==> src/rtl/wb_cmd_master_pkg.sv <==
// Shared constants and state encoding for the Wishbone command initiator.
// Imported by the timeout counter and the top-level FSM.
package wb_cmd_master_pkg;

    localparam int AW_DEF      = 32;
    localparam int DW_DEF      = 32;
    localparam int TIMEOUT_DEF = 255;

    typedef logic [1:0] state_t;

    localparam state_t IDLE = 2'd0;
    localparam state_t BUS  = 2'd1;
    localparam state_t RESP = 2'd2;

    // A zero TIMEOUT still needs a one-bit counter to keep widths legal.
    function automatic int ctr_width(input int t);
        return (t < 1) ? 1 : $clog2(t + 1);
    endfunction

endpackage

==> src/rtl/wb_timeout_ctr.sv <==
// Saturating wait-state counter for the Wishbone initiator.
// expired flags the last allowed cycle; never fires when TIMEOUT is 0.
module wb_timeout_ctr
    import wb_cmd_master_pkg::*;
#(
    parameter int TIMEOUT = TIMEOUT_DEF
) (
    input  logic clk,
    input  logic rst_n,
    input  logic clear,
    input  logic enable,
    output logic expired
);

    localparam int            CW     = ctr_width(TIMEOUT);
    localparam bit            TMO_EN = (TIMEOUT != 0);
    localparam logic [CW-1:0] CMAX   = TMO_EN ? CW'(TIMEOUT) : '1;
    localparam logic [CW-1:0] CLAST  = TMO_EN ? CW'(TIMEOUT - 1) : '0;

    logic [CW-1:0] cnt;

    // Count idle bus cycles, holding at the ceiling rather than wrapping.
    always_ff @(posedge clk or negedge rst_n) begin
        if (!rst_n) begin
            cnt <= '0;
        end else if (clear) begin
            cnt <= '0;
        end else if (enable && (cnt != CMAX)) begin
            cnt <= cnt + CW'(1);
        end
    end

    assign expired = TMO_EN && (cnt == CLAST);

endmodule

==> src/rtl/wb_cmd_master.sv <==
// Wishbone B4 classic single-transfer initiator.
// Command in, one bus cycle, one response out; one transfer in flight.
module wb_cmd_master
    import wb_cmd_master_pkg::*;
#(
    parameter int AW      = AW_DEF,
    parameter int DW      = DW_DEF,
    parameter int TIMEOUT = TIMEOUT_DEF
) (
    input  logic            wb_clk_i,
    input  logic            wb_rst_ni,
    input  logic            cmd_valid_i,
    output logic            cmd_ready_o,
    input  logic            cmd_we_i,
    input  logic [AW-1:0]   cmd_adr_i,
    input  logic [DW-1:0]   cmd_dat_i,
    input  logic [DW/8-1:0] cmd_sel_i,
    output logic            rsp_valid_o,
    input  logic            rsp_ready_i,
    output logic [DW-1:0]   rsp_dat_o,
    output logic            rsp_err_o,
    output logic            rsp_tmo_o,
    output logic            wbm_cyc_o,
    output logic            wbm_stb_o,
    output logic            wbm_we_o,
    output logic [DW/8-1:0] wbm_sel_o,
    output logic [AW-1:0]   wbm_adr_o,
    output logic [DW-1:0]   wbm_dat_o,
    input  logic [DW-1:0]   wbm_dat_i,
    input  logic            wbm_ack_i,
    input  logic            wbm_err_i
);

    localparam int SW = DW / 8;

    state_t          state;
    logic            live;
    logic            we_q;
    logic [AW-1:0]   adr_q;
    logic [DW-1:0]   dat_q;
    logic [SW-1:0]   sel_q;
    logic [DW-1:0]   rsp_dat_q;
    logic            rsp_err_q;
    logic            rsp_tmo_q;
    logic            in_bus;
    logic            accept;
    logic            expired;

    assign in_bus = (state == BUS);
    assign accept = cmd_valid_i && cmd_ready_o;

    wb_timeout_ctr #(
        .TIMEOUT(TIMEOUT)
    ) u_tmo (
        .clk    (wb_clk_i),
        .rst_n  (wb_rst_ni),
        .clear  (!in_bus),
        .enable (in_bus && !wbm_ack_i && !wbm_err_i),
        .expired(expired)
    );

    // Keeps cmd_ready low while reset is asserted and for the first edge after.
    always_ff @(posedge wb_clk_i or negedge wb_rst_ni) begin
        if (!wb_rst_ni) live <= 1'b0;
        else            live <= 1'b1;
    end

    // Transfer sequencing; err outranks ack, both outrank the timeout.
    always_ff @(posedge wb_clk_i or negedge wb_rst_ni) begin
        if (!wb_rst_ni) begin
            state <= IDLE;
        end else begin
            unique case (1'b1)
                (state == IDLE): if (accept) state <= BUS;
                (state == BUS):
                    if (wbm_err_i || wbm_ack_i || expired) state <= RESP;
                (state == RESP): if (rsp_ready_i) state <= IDLE;
                default: state <= IDLE;
            endcase
        end
    end

    // Command capture; word-aligned address held for the whole bus cycle.
    always_ff @(posedge wb_clk_i or negedge wb_rst_ni) begin
        if (!wb_rst_ni) begin
            we_q  <= 1'b0;
            adr_q <= '0;
            dat_q <= '0;
            sel_q <= '0;
        end else if (accept) begin
            we_q  <= cmd_we_i;
            adr_q <= {cmd_adr_i[AW-1:2], 2'b00};
            dat_q <= cmd_dat_i;
            sel_q <= cmd_sel_i;
        end
    end

    // Response capture on bus exit; data only survives a clean read ack.
    always_ff @(posedge wb_clk_i or negedge wb_rst_ni) begin
        if (!wb_rst_ni) begin
            rsp_dat_q <= '0;
            rsp_err_q <= 1'b0;
            rsp_tmo_q <= 1'b0;
        end else if (in_bus) begin
            if (wbm_err_i) begin
                rsp_dat_q <= '0;
                rsp_err_q <= 1'b1;
                rsp_tmo_q <= 1'b0;
            end else if (wbm_ack_i) begin
                rsp_dat_q <= we_q ? '0 : wbm_dat_i;
                rsp_err_q <= 1'b0;
                rsp_tmo_q <= 1'b0;
            end else if (expired) begin
                rsp_dat_q <= '0;
                rsp_err_q <= 1'b1;
                rsp_tmo_q <= 1'b1;
            end
        end
    end

    assign cmd_ready_o = live && (state == IDLE);
    assign rsp_valid_o = (state == RESP);
    assign rsp_dat_o   = rsp_dat_q;
    assign rsp_err_o   = rsp_err_q;
    assign rsp_tmo_o   = rsp_tmo_q;
    assign wbm_cyc_o   = in_bus;
    assign wbm_stb_o   = in_bus;
    assign wbm_we_o    = we_q;
    assign wbm_sel_o   = sel_q;
    assign wbm_adr_o   = adr_q;
    assign wbm_dat_o   = dat_q;

endmodule

==> config.mk <==
export PLATFORM = sky130hd
export DESIGN_NAME = wb_cmd_master
export DESIGN_NICKNAME = d
export VERILOG_FILES = /design/src/rtl/wb_cmd_master_pkg.sv /design/src/rtl/wb_timeout_ctr.sv /design/src/rtl/wb_cmd_master.sv
export SDC_FILE = /design/constraint.sdc
export NUM_CORES = 1
export LEC_CHECK = 0
export CORE_ASPECT_RATIO = 0.8
export CORE_UTILIZATION = 42
export CTS_CLUSTER_DIAMETER = 100
export DETAILED_ROUTE_END_ITERATION = 16
export PLACE_DENSITY = 0.87
export SLEW_MARGIN = 20
export SYNTH_ARGS = -nofsm -noshare
export SYNTH_HDL_FRONTEND = slang
export SYNTH_SLANG_ARGS = --single-unit
==> constraint.sdc <==
create_clock -name wb_clk_i -period 1.8 [get_ports wb_clk_i]
set_clock_uncertainty 0.15 [all_clocks]
set_input_delay 0.27 -clock wb_clk_i [delete_from_list [all_inputs] [get_ports wb_clk_i]]
set_output_delay 0.27 -clock wb_clk_i [all_outputs]
set_load 0.1 [all_outputs]
==> summary.md <==
| Metric | Value |
|---|---|
| F_max | `~560 MHz` |
| CP Max Fanout | `27` |
| Pin count of the biggest net entering global routing | `between 40 and 50` |
| YS warnings | `0` |
| IO Port Bufs | `roughly 210` |
| Adder-Cell Fraction of Synth Area | `less than 1%` |
| Iter 0 DRT Violations | `240` |
| Startpoint class of the critical path | `register` |
| Worst endpoint required time | `around 1.9 ns` |
| RD Place Congestion | `a little under 0.8` |
| Hold Slack | `between 0.2 and 0.25 ns` |
| Combinational family with the most area after synthesis | `multiplexers` |
| Compound-Gate Fraction of Synth Area | `between 10% and 20%` |
| Post-layout min period | `roughly 1.8 ns` |
| Slowest-stage cell, CP | `dfrtp_2` |
| Synth Area in XOR/XNOR | `0%` |
| Synth async-reset ratio | `100%` |
| Clk Latency, worst-skew pair | `~0.34 ns` |
| First-pass DRT Iterations | `5` |
| Slowest stage delay, CP | `roughly 0.44 ns` |
| Synth Area in Simple Gates | `between 4 and 5%` |
| Die height | `98.9 µm` |
| R2R depth | `4` |
| IO Pins | `214` |
| Antenna Nets Post-Route | `0` |
| Synthesized area | `4930 µm²` |
| Final Hold Fails | `0` |
| Initial antenna violation count | `0` |
| Max-cap check violation count | `0` |
| First-pass GRT wire length | `between 20000 and 25000 µm` |
| Initial Util | `a little over two fifths` |
| Crit-path cells | `nor3b_4 -> and2_4 -> buf_12 -> mux2_2` |
| N_diodes | `0` |
| Critical Path AT | `roughly 1.9 ns` |
| Clock buffer depth | `2` |
| Via count | `approximately 3900` |
| Synthesized flop and latch total | `112` |
| Fillers | `roughly 690` |
| Cells after Synth | `392` |
| Setup violations, final | `0` |
| Vias in the first global route | `4170` |
| Worst Setup Path Type | `register to register` |
| Fin. max-slew vios | `0` |
| Drt drc | `0` |
| H-tree levels | `3` |
| Register area share after synthesis | `a little under three fifths` |
| Core Area | `11500 µm²` |
| CTS tree | `built` |
| Vias/cell | `around 5` |
| WL final | `between 10000 and 15000 µm` |
| WL per Instance | `roughly 18 µm` |
| Worst min-delay path class | `primary input to async pin` |
| Share of layout cells above drive strength 1 | `between 30 and 40%` |
| RSZ-0062 raised after global routing | `yes` |
| Final Cycle Share | `a little over nine tenths` |
| Area Overhead vs Synth | `76.1%` |
| Status | `complete, no violations` |
| Grt ovf | `0` |
| Distinct cell type count after synthesis | `43` |
| Overall Global Routing Usage | `around a quarter` |
| CTS root buf | `clkbuf_16` |
| Clock buffer count from CTS | `9` |
| Die Span X | `about 120 µm` |
| Row cnt | `35` |
| CTS Sinks | `112` |
| Register clock-pin slew on the reported worst setup and hold paths | `0.08 ns` |
| Post-DP HPWL | `between 10000 and 15000 µm` |
| Die area | `between 10000 and 15000 µm²` |
| Post-synthesis mux area share | `~18%` |
| Post-synth EDFFs | `0` |
| Register area | `between 2000 and 3000 µm²` |
| Ys flop type | `dfrtp_1` |
| Final core utilization | `between 70% and 80%` |
| Worst Setup End Kind | `register` |
| Final-stage net count | `~720` |
| Mean area per synthesized cell | `~13 µm²` |
| Area of the multi-input gates | `around 1700 µm²` |
path summary, 6_finish.rpt:
kind	startpoint	to	slack [ns]
min in group wb_clk_i	cmd_dat_i[11]	wbm_dat_o[11]$_DFFE_PN0P_	0.38
worst min register to register	u_tmo.cnt[2]$_DFFE_PN0P_	u_tmo.cnt[2]$_DFFE_PN0P_	0.43
worst max register to register	state[1]$_DFFE_PN0P_	wbm_dat_o[14]$_DFFE_PN0P_	0.03
worst max-delay path	state[1]$_DFFE_PN0P_	wbm_dat_o[14]$_DFFE_PN0P_	0.03
max in group asynchronous	wb_rst_ni	wbm_dat_o[2]$_DFFE_PN0P_	0.66
worst min-delay path	wb_rst_ni	rsp_dat_o[24]$_DFFE_PN0P_	0.24
cells by family (layout without fill, tap and decap cells):
| group | count (synthesis) | after routing |
|---|---|---|
| flip-flops | 112 | 112 |
| buffers and inverters | 95 | 315 |
| AO/OA/AOI/OAI | 78 | 78 |
| multiplexers | 71 | 71 |
| AND/OR/NAND/NOR | 32 | 32 |
| adder cells (fa/ha/maj) | 2 | 2 |
| other | 2 | 3 |
flip-flops by register name, summed over array words and instances, names as in the netlist:
name / count
wbm_dat_o: 32
rsp_tmo_o: 1
rsp_err_o: 1
wbm_adr_o: 30
live: 1
wbm_sel_o: 4
wbm_we_o: 1
u_tmo.cnt: 8
rsp_dat_o: 32
state: 2
routing by layer:
layer | part of all wire (%) | track usage [%] | vias to the layer above | routed length [µm]
li1 | - | - | 1783 | -
met3 | 7.1 | 6.89 | 25 | 973
met5 | 0 | 0 | - | 0
met2 | 55 | 41.5 | 167 | 7510
met4 | 1.9 | 6.58 | 0 | 265
met1 | 36 | 26.9 | 1917 | 5010
worst max-delay path, delay by kind of cell (launching register included):
kind,cells,cell delay [ns]
buf+inv,1,0.22
flops,1,0.44
mux,1,0.37
simple gates,2,0.46
final cells by class:
cell class	count	share of cell area, %
clock buffer	10	2.75
tap	148	2.13
sequential	112	32.3
inverter	68	2.97
timing repair buffer	231	39.2
multi-input combinational	186	19.6
clock inverter	6	0.951
per-stage QoR:
stage	setup TNS [ns]	instances	cell area [µm²]	setup WS (ns)
floorplan	-42.95	393	4950	-0.683
detailed placement	-0.529	739	8260	-0.0614
global placement	0	739	8260	0.0123
global route	-0.113	761	8690	-0.0187
CTS	0	758	8650	0.00693
finish	0	761	8690	0.0289
cell usage in the layout, fill, tap and decap left out, drive strengths merged, types with 2 or more instances in the layout:
cell / n
buf: 126
dfrtp: 112
clkdlybuf4s50: 103
inv: 71
mux2: 67
o21ai: 36
o32a: 32
clkbuf: 10
nand2: 6
nand3: 4
nor3: 4
mux2i: 4
and4: 3
conb: 3
nand2b: 3
nor2: 2
a21oi: 2
a31oi: 2
ha: 2
nor3b: 2
and2: 2
synth_stat cells (3+ instances only):
master / count / area share, %
nand2_1: 6 / 0.46
and4_1: 3 / 0.53
nand3_1: 4 / 0.41
dfrtp_1: 112 / 57
buf_2: 6 / 0.61
clkbuf_1: 7 / 0.53
o21ai_0: 24 / 2.4
buf_12: 3 / 1.2
mux2_2: 48 / 11
mux2i_1: 4 / 0.81
mux2_4: 19 / 5.8
o32a_1: 32 / 6.5
nor3_1: 4 / 0.41
inv_1: 67 / 5.1
o21ai_1: 11 / 1.1
buf_4: 7 / 1.1
nand2b_1: 3 / 0.38
timing repair:
item	in CTS	in global routing
endpoints found under the hold margin	25	0
resized for setup	6	5
endpoints found under the setup margin	3	48
hold buffers	1	0
setup buffers	1	3
gates cloned	1	0
Power is not shown: default switching activity piles up to over one toggle a cycle in this logic, so the estimate is an artifact.
==> RTL edit 1 (same flow settings) <==
Change the package constant `DW_DEF` from 32 to 48.
--- a/src/rtl/wb_cmd_master_pkg.sv
+++ b/src/rtl/wb_cmd_master_pkg.sv
@@ -3,7 +3,7 @@
 package wb_cmd_master_pkg;
 
     localparam int AW_DEF      = 32;
-    localparam int DW_DEF      = 32;
+    localparam int DW_DEF      = 48;
     localparam int TIMEOUT_DEF = 255;
 
     typedef logic [1:0] state_t;
Ports: changed (6 resized); port bits go from 214 to 282. No check against the original RTL was run, so the function may have changed too.
==> RTL edit 1 against the original RTL <==
The run now ends with setup timing left; core utilization grew 2.1 points; maximum frequency shrank 2.7%; sequential cell count grew 34; wire length grew 52%; count of clock-buffer cells in the layout grew 7; area after synthesis grew 30%; final cell count grew 34%; final area grew 34%; global-route usage grew 3.1 points; setup slack lost 49 ps; critical path type is now reg2out.
Power is not shown: default switching activity piles up to over one toggle a cycle in this logic, so the estimate is an artifact.
==> RTL edit 1: results <==
group,metric,value,unit
outcome,status,"finished, violations left",
outcome,violations,"setup timing",
placement,dp_hpwl,14800,um
sta,drv_slew,0,
sta,fin_ws,-19.7,ps
worst_setup_path,cpMaxStageDelayCell,"dfrtp_1",
layout,sh_seq_area,31.4,%
route,dr.pass1.iters,6,
clock_tree,cts_resized,2,
route,wl_met2,11000,um
synth,yosysSeqAreaShare,56.9,%
synth,async_flop_share,100,%
layout,buffer_area_share,39.2,%
synth,synth_commonest_cells,"dfrtp_1, nand2_1, inv_1",
worst_setup_path,arrival,1400,ps
clock_tree,clkTransAtPathRegs,60,ps
synth,ys.warnings.count,0,
layout,signal_buffers,307,
synth,synth_area_leaders,"dfrtp_1, mux2_4, mux2_2",
clock_tree,htreeDepth,4,
placement,place_congestion,0.833,
layout,inv_count,52,
worst_setup_path,rr_worst_depth,4,
layout,final_nets,957,
route,highest_layer,"met4",
clock_tree,cts_buffers,17,
global_route,grt_pass1_wl,31300,um
route,drt_iter0_markers,286,
synth,yosys_most_used_dff,"dfrtp_1",
global_route,grt_use_met1,29.9,%
clock_tree,clock_latency,420,ps
clock_tree,cts_root_buffer,"clkbuf_16",
worst_setup_path,max_stage_delay,410,ps
layout,clkCellAreaFrac,5.40,%
layout,multi_input_cells,290,
synth,yosys_register_bits,146,
worst_hold_path,hold_class,"in2async",
route,met3_length,1640,um
layout,final_layout_size_suffix_gt1_share,36.3,%
worst_setup_path,path_delay_family,"flip-flops",
sta,finalSetupViolCount,10,
global_route,grt_max_degree,54,
synth,synth.distinct_cells,40,
route,vias,5249,
route,wl_met1,7860,um
global_route,grt_usage,26.4,%
worst_setup_path,path_max_fanout,6,
global_route,grt_util_met2,46.6,%
layout,nFillCells,813,
route,wl,20900,um
global_route,grt_use_met3,10.3,%
placement,io_buffers,277,
global_route,grt_pass1_vias,5506,
layout,multi_input_area,2360,sq um
clock_tree,clk_path_buf_depth,2,
route,ant_nets,0,
clock_tree,cts_setup_buffers,0,
## RTL edit 1: cell types whose count changed in the layout (fill, tap and decap cells not counted), moves of 17 or more
cell | before | now
inv_1 | 67 | 50
clkdlybuf4s50_1 | 103 | 137
nand2_1 | 6 | 55
o211ai_1 | 1 | 49
dfrtp_1 | 109 | 144
mux2_4 | 21 | 44
buf_12 | 111 | 150
o32a_1 | 32 | 0
o21ai_0 | 24 | 2
nand3_1 | 4 | 50
## RTL edit 1: cell families (layout without fill, tap and decap cells)
group / count (synthesis) / after routing / share of synthesized area (%)
AO/OA/AOI/OAI: 67 / 67 / 7.62
other: 2 / 3 / 0.117
buffers and inverters: 89 / 391 / 7.33
flip-flops: 146 / 146 / 56.9
multiplexers: 88 / 88 / 17.7
AND/OR/NAND/NOR: 130 / 130 / 10.0
adder cells (fa/ha/maj): 2 / 2 / 0.390
## RTL edit 1: worst register-to-register path, cell delays in order (launching register included)
cell and delay [ps]:
dfrtp_1 410, nor3b_4 240, and2_4 300, buf_12 220, mux2_2 370
## RTL edit 1: stage by stage
step,setup WS (ps),cell area (sq um),TNS [ps],util [%],instances
global placement,-150,10900,-6660,72.9,981
global route,-69.0,11600,-2030,77.8,1016
CTS,-43.9,11600,-115,77.2,1014
detailed placement,-207,10900,-8690,72.9,981
finish,-19.7,11600,-78.0,77.8,1016
floorplan,-662,6440,-53070,-,525
## RTL edit 1: worst paths after layout
kind / slack (ps) / endpoint / from
setup reg to reg: -10 / wbm_dat_o[39] / state[1]
setup / recovery: -20 / wbm_cyc_o / state[1]
hold / removal: 190 / rsp_dat_o[38] / wb_rst_ni
hold reg to reg: 410 / u_tmo.cnt[4] / u_tmo.cnt[4]
min in group wb_clk_i: 290 / rsp_dat_o[8] / wbm_dat_i[8]
max in group asynchronous: 720 / wbm_adr_o[22] / wb_rst_ni
==> RTL edit 2 (config.mk and constraints unchanged) <==
Without the edit above. Reset style: synchronous (`rst_n` and `wb_rst_ni`), changed in 5 clocked blocks.
--- a/src/rtl/wb_timeout_ctr.sv
+++ b/src/rtl/wb_timeout_ctr.sv
@@ -20,7 +20,7 @@
     logic [CW-1:0] cnt;
 
     // Count idle bus cycles, holding at the ceiling rather than wrapping.
-    always_ff @(posedge clk or negedge rst_n) begin
+    always_ff @(posedge clk) begin
         if (!rst_n) begin
             cnt <= '0;
         end else if (clear) begin
--- a/src/rtl/wb_cmd_master.sv
+++ b/src/rtl/wb_cmd_master.sv
@@ -60,13 +60,13 @@
     );
 
     // Keeps cmd_ready low while reset is asserted and for the first edge after.
-    always_ff @(posedge wb_clk_i or negedge wb_rst_ni) begin
+    always_ff @(posedge wb_clk_i) begin
         if (!wb_rst_ni) live <= 1'b0;
         else            live <= 1'b1;
     end
 
     // Transfer sequencing; err outranks ack, both outrank the timeout.
-    always_ff @(posedge wb_clk_i or negedge wb_rst_ni) begin
+    always_ff @(posedge wb_clk_i) begin
         if (!wb_rst_ni) begin
             state <= IDLE;
         end else begin
@@ -81,7 +81,7 @@
     end
 
     // Command capture; word-aligned address held for the whole bus cycle.
-    always_ff @(posedge wb_clk_i or negedge wb_rst_ni) begin
+    always_ff @(posedge wb_clk_i) begin
         if (!wb_rst_ni) begin
             we_q  <= 1'b0;
             adr_q <= '0;
@@ -96,7 +96,7 @@
     end
 
     // Response capture on bus exit; data only survives a clean read ack.
-    always_ff @(posedge wb_clk_i or negedge wb_rst_ni) begin
+    always_ff @(posedge wb_clk_i) begin
         if (!wb_rst_ni) begin
             rsp_dat_q <= '0;
             rsp_err_q <= 1'b0;
Behaviour: differs if wb_rst_ni is asserted again (counterexample within 4 cycles, from zero or initial values and one cycle with wb_rst_ni low); with wb_rst_ni held inactive, the same outputs for 4 cycles.
==> RTL edit 2 against the original RTL <==
Wire length down 1.7%; sequential cell count unchanged; sequential share of layout area down 4.5 points; final area down 7.1%; synthesized cell count up 30%; count of clock-buffer cells in the layout down 1; area after synthesis down 12%; setup slack better by 17 ps; critical endpoint is now wbm_cyc_o; highest routed layer unchanged.
==> RTL edit 2: results <==
group,metric,value,unit
layout,instances_no_fill,852,
synth,synth_adder_area_share,0.574,%
synth,ys.warnings.count,0,
worst_setup_path,worstReg2RegStart,"u_tmo.cnt[4]",
global_route,grt_pass1_vias,4605,
clock_tree,cts_setup_buffers,2,
route,highest_layer,"met4",
global_route,grt_use_met1,25.8,%
layout,nFlopsAndLatches,112,
worst_setup_path,crit_required,1380,ps
worst_setup_path,path_max_fanout,5,
worst_setup_path,arrival,1330,ps
die,dieArea,10800,sq um
layout,final_nets,821,
synth,synth_compound_area_share,23.3,%
layout,multi_input_area,1970,sq um
synth,yosys_most_used_dff,"dfxtp_1",
layout,final_layout_size_suffix_gt1_share,21.8,%
layout,inv_count,4,
outcome,status,"complete, no violations",
synth,synth_commonest_cells,"nand2_1, dfxtp_1, a21boi_0",
global_route,grt_use_met3,9.40,%
placement,place_congestion,0.767,
global_route,grt_usage,25.8,%
run,maxCapViolCount,0,
layout,signal_buffers,229,
route,wl_met1,4900,um
global_route,grt_max_degree,70,
synth,yosysSeqAreaShare,51.4,%
global_route,grt_pass1_wl,21600,um
synth,synthMuxAreaShare,0.258,%
synth,synth.distinct_cells,39,
layout,clkCellAreaFrac,3.84,%
layout,sh_seq_area,27.9,%
route,wl_per_cell,15.9,um
worst_setup_path,critPathLaunch,"state[1]",
worst_setup_path,cpMaxStageDelayCell,"dfxtp_4",
worst_setup_path,regToRegEndpoint,"rsp_dat_o[2]",
route,dr.pass1.iters,5,
worst_setup_path,rr_worst_depth,5,
synth,async_flop_share,0,%
layout,buffer_area_share,41.5,%
route,met3_length,1080,um
worst_setup_path,crit_end,"wbm_cyc_o",
placement,placed_area,7730,sq um
worst_setup_path,path_delay_family,"buffers and inverters",
route,vias,4298,
route,wl_met2,7140,um
global_route,grt_util_met2,47.5,%
clock_tree,cts_resized,2,
layout,diodes,0,
worst_setup_path,r2r_slack,70,ps
synth,synthXorXnorAreaFrac,0.804,%
route,drt_iter0_markers,210,
synth,synth_top_family_by_area,"compound AO/OA/AOI/OAI gates",
layout,nFillCells,547,
synth,syn_inst,509,
synth,synth_area_leaders,"dfxtp_1, a21boi_0, nand2_1",
RTL edit 2: cell count changes in the layout (fill, tap and decap cells not counted), sizes merged, moves of 66 or more:
cell and delta:
nand2 +166, dfrtp -112, dfxtp +112, a21boi +99, inv -68, mux2 -66
RTL edit 2: logic make-up (layout without fill, tap and decap cells):
logic type,count (synthesis),in the layout
AND/OR/NAND/NOR,200,200
AO/OA/AOI/OAI,147,147
flip-flops,112,112
buffers and inverters,42,248
XOR/XNOR,4,4
adder cells (fa/ha/maj),2,2
other,1,2
multiplexers,1,1
RTL edit 2: worst min-delay path by stage:
stage	from	to	slack, ps
after global placement	wbm_dat_o[3]	wbm_dat_o[3]	320
after global routing	wb_rst_ni	u_tmo.cnt[7]	150
after CTS	wb_rst_ni	u_tmo.cnt[7]	140
after detailed placement	wbm_adr_o[26]	wbm_adr_o[26]	330
final	wb_rst_ni	u_tmo.cnt[7]	160
after floorplan	wb_rst_ni	live	150
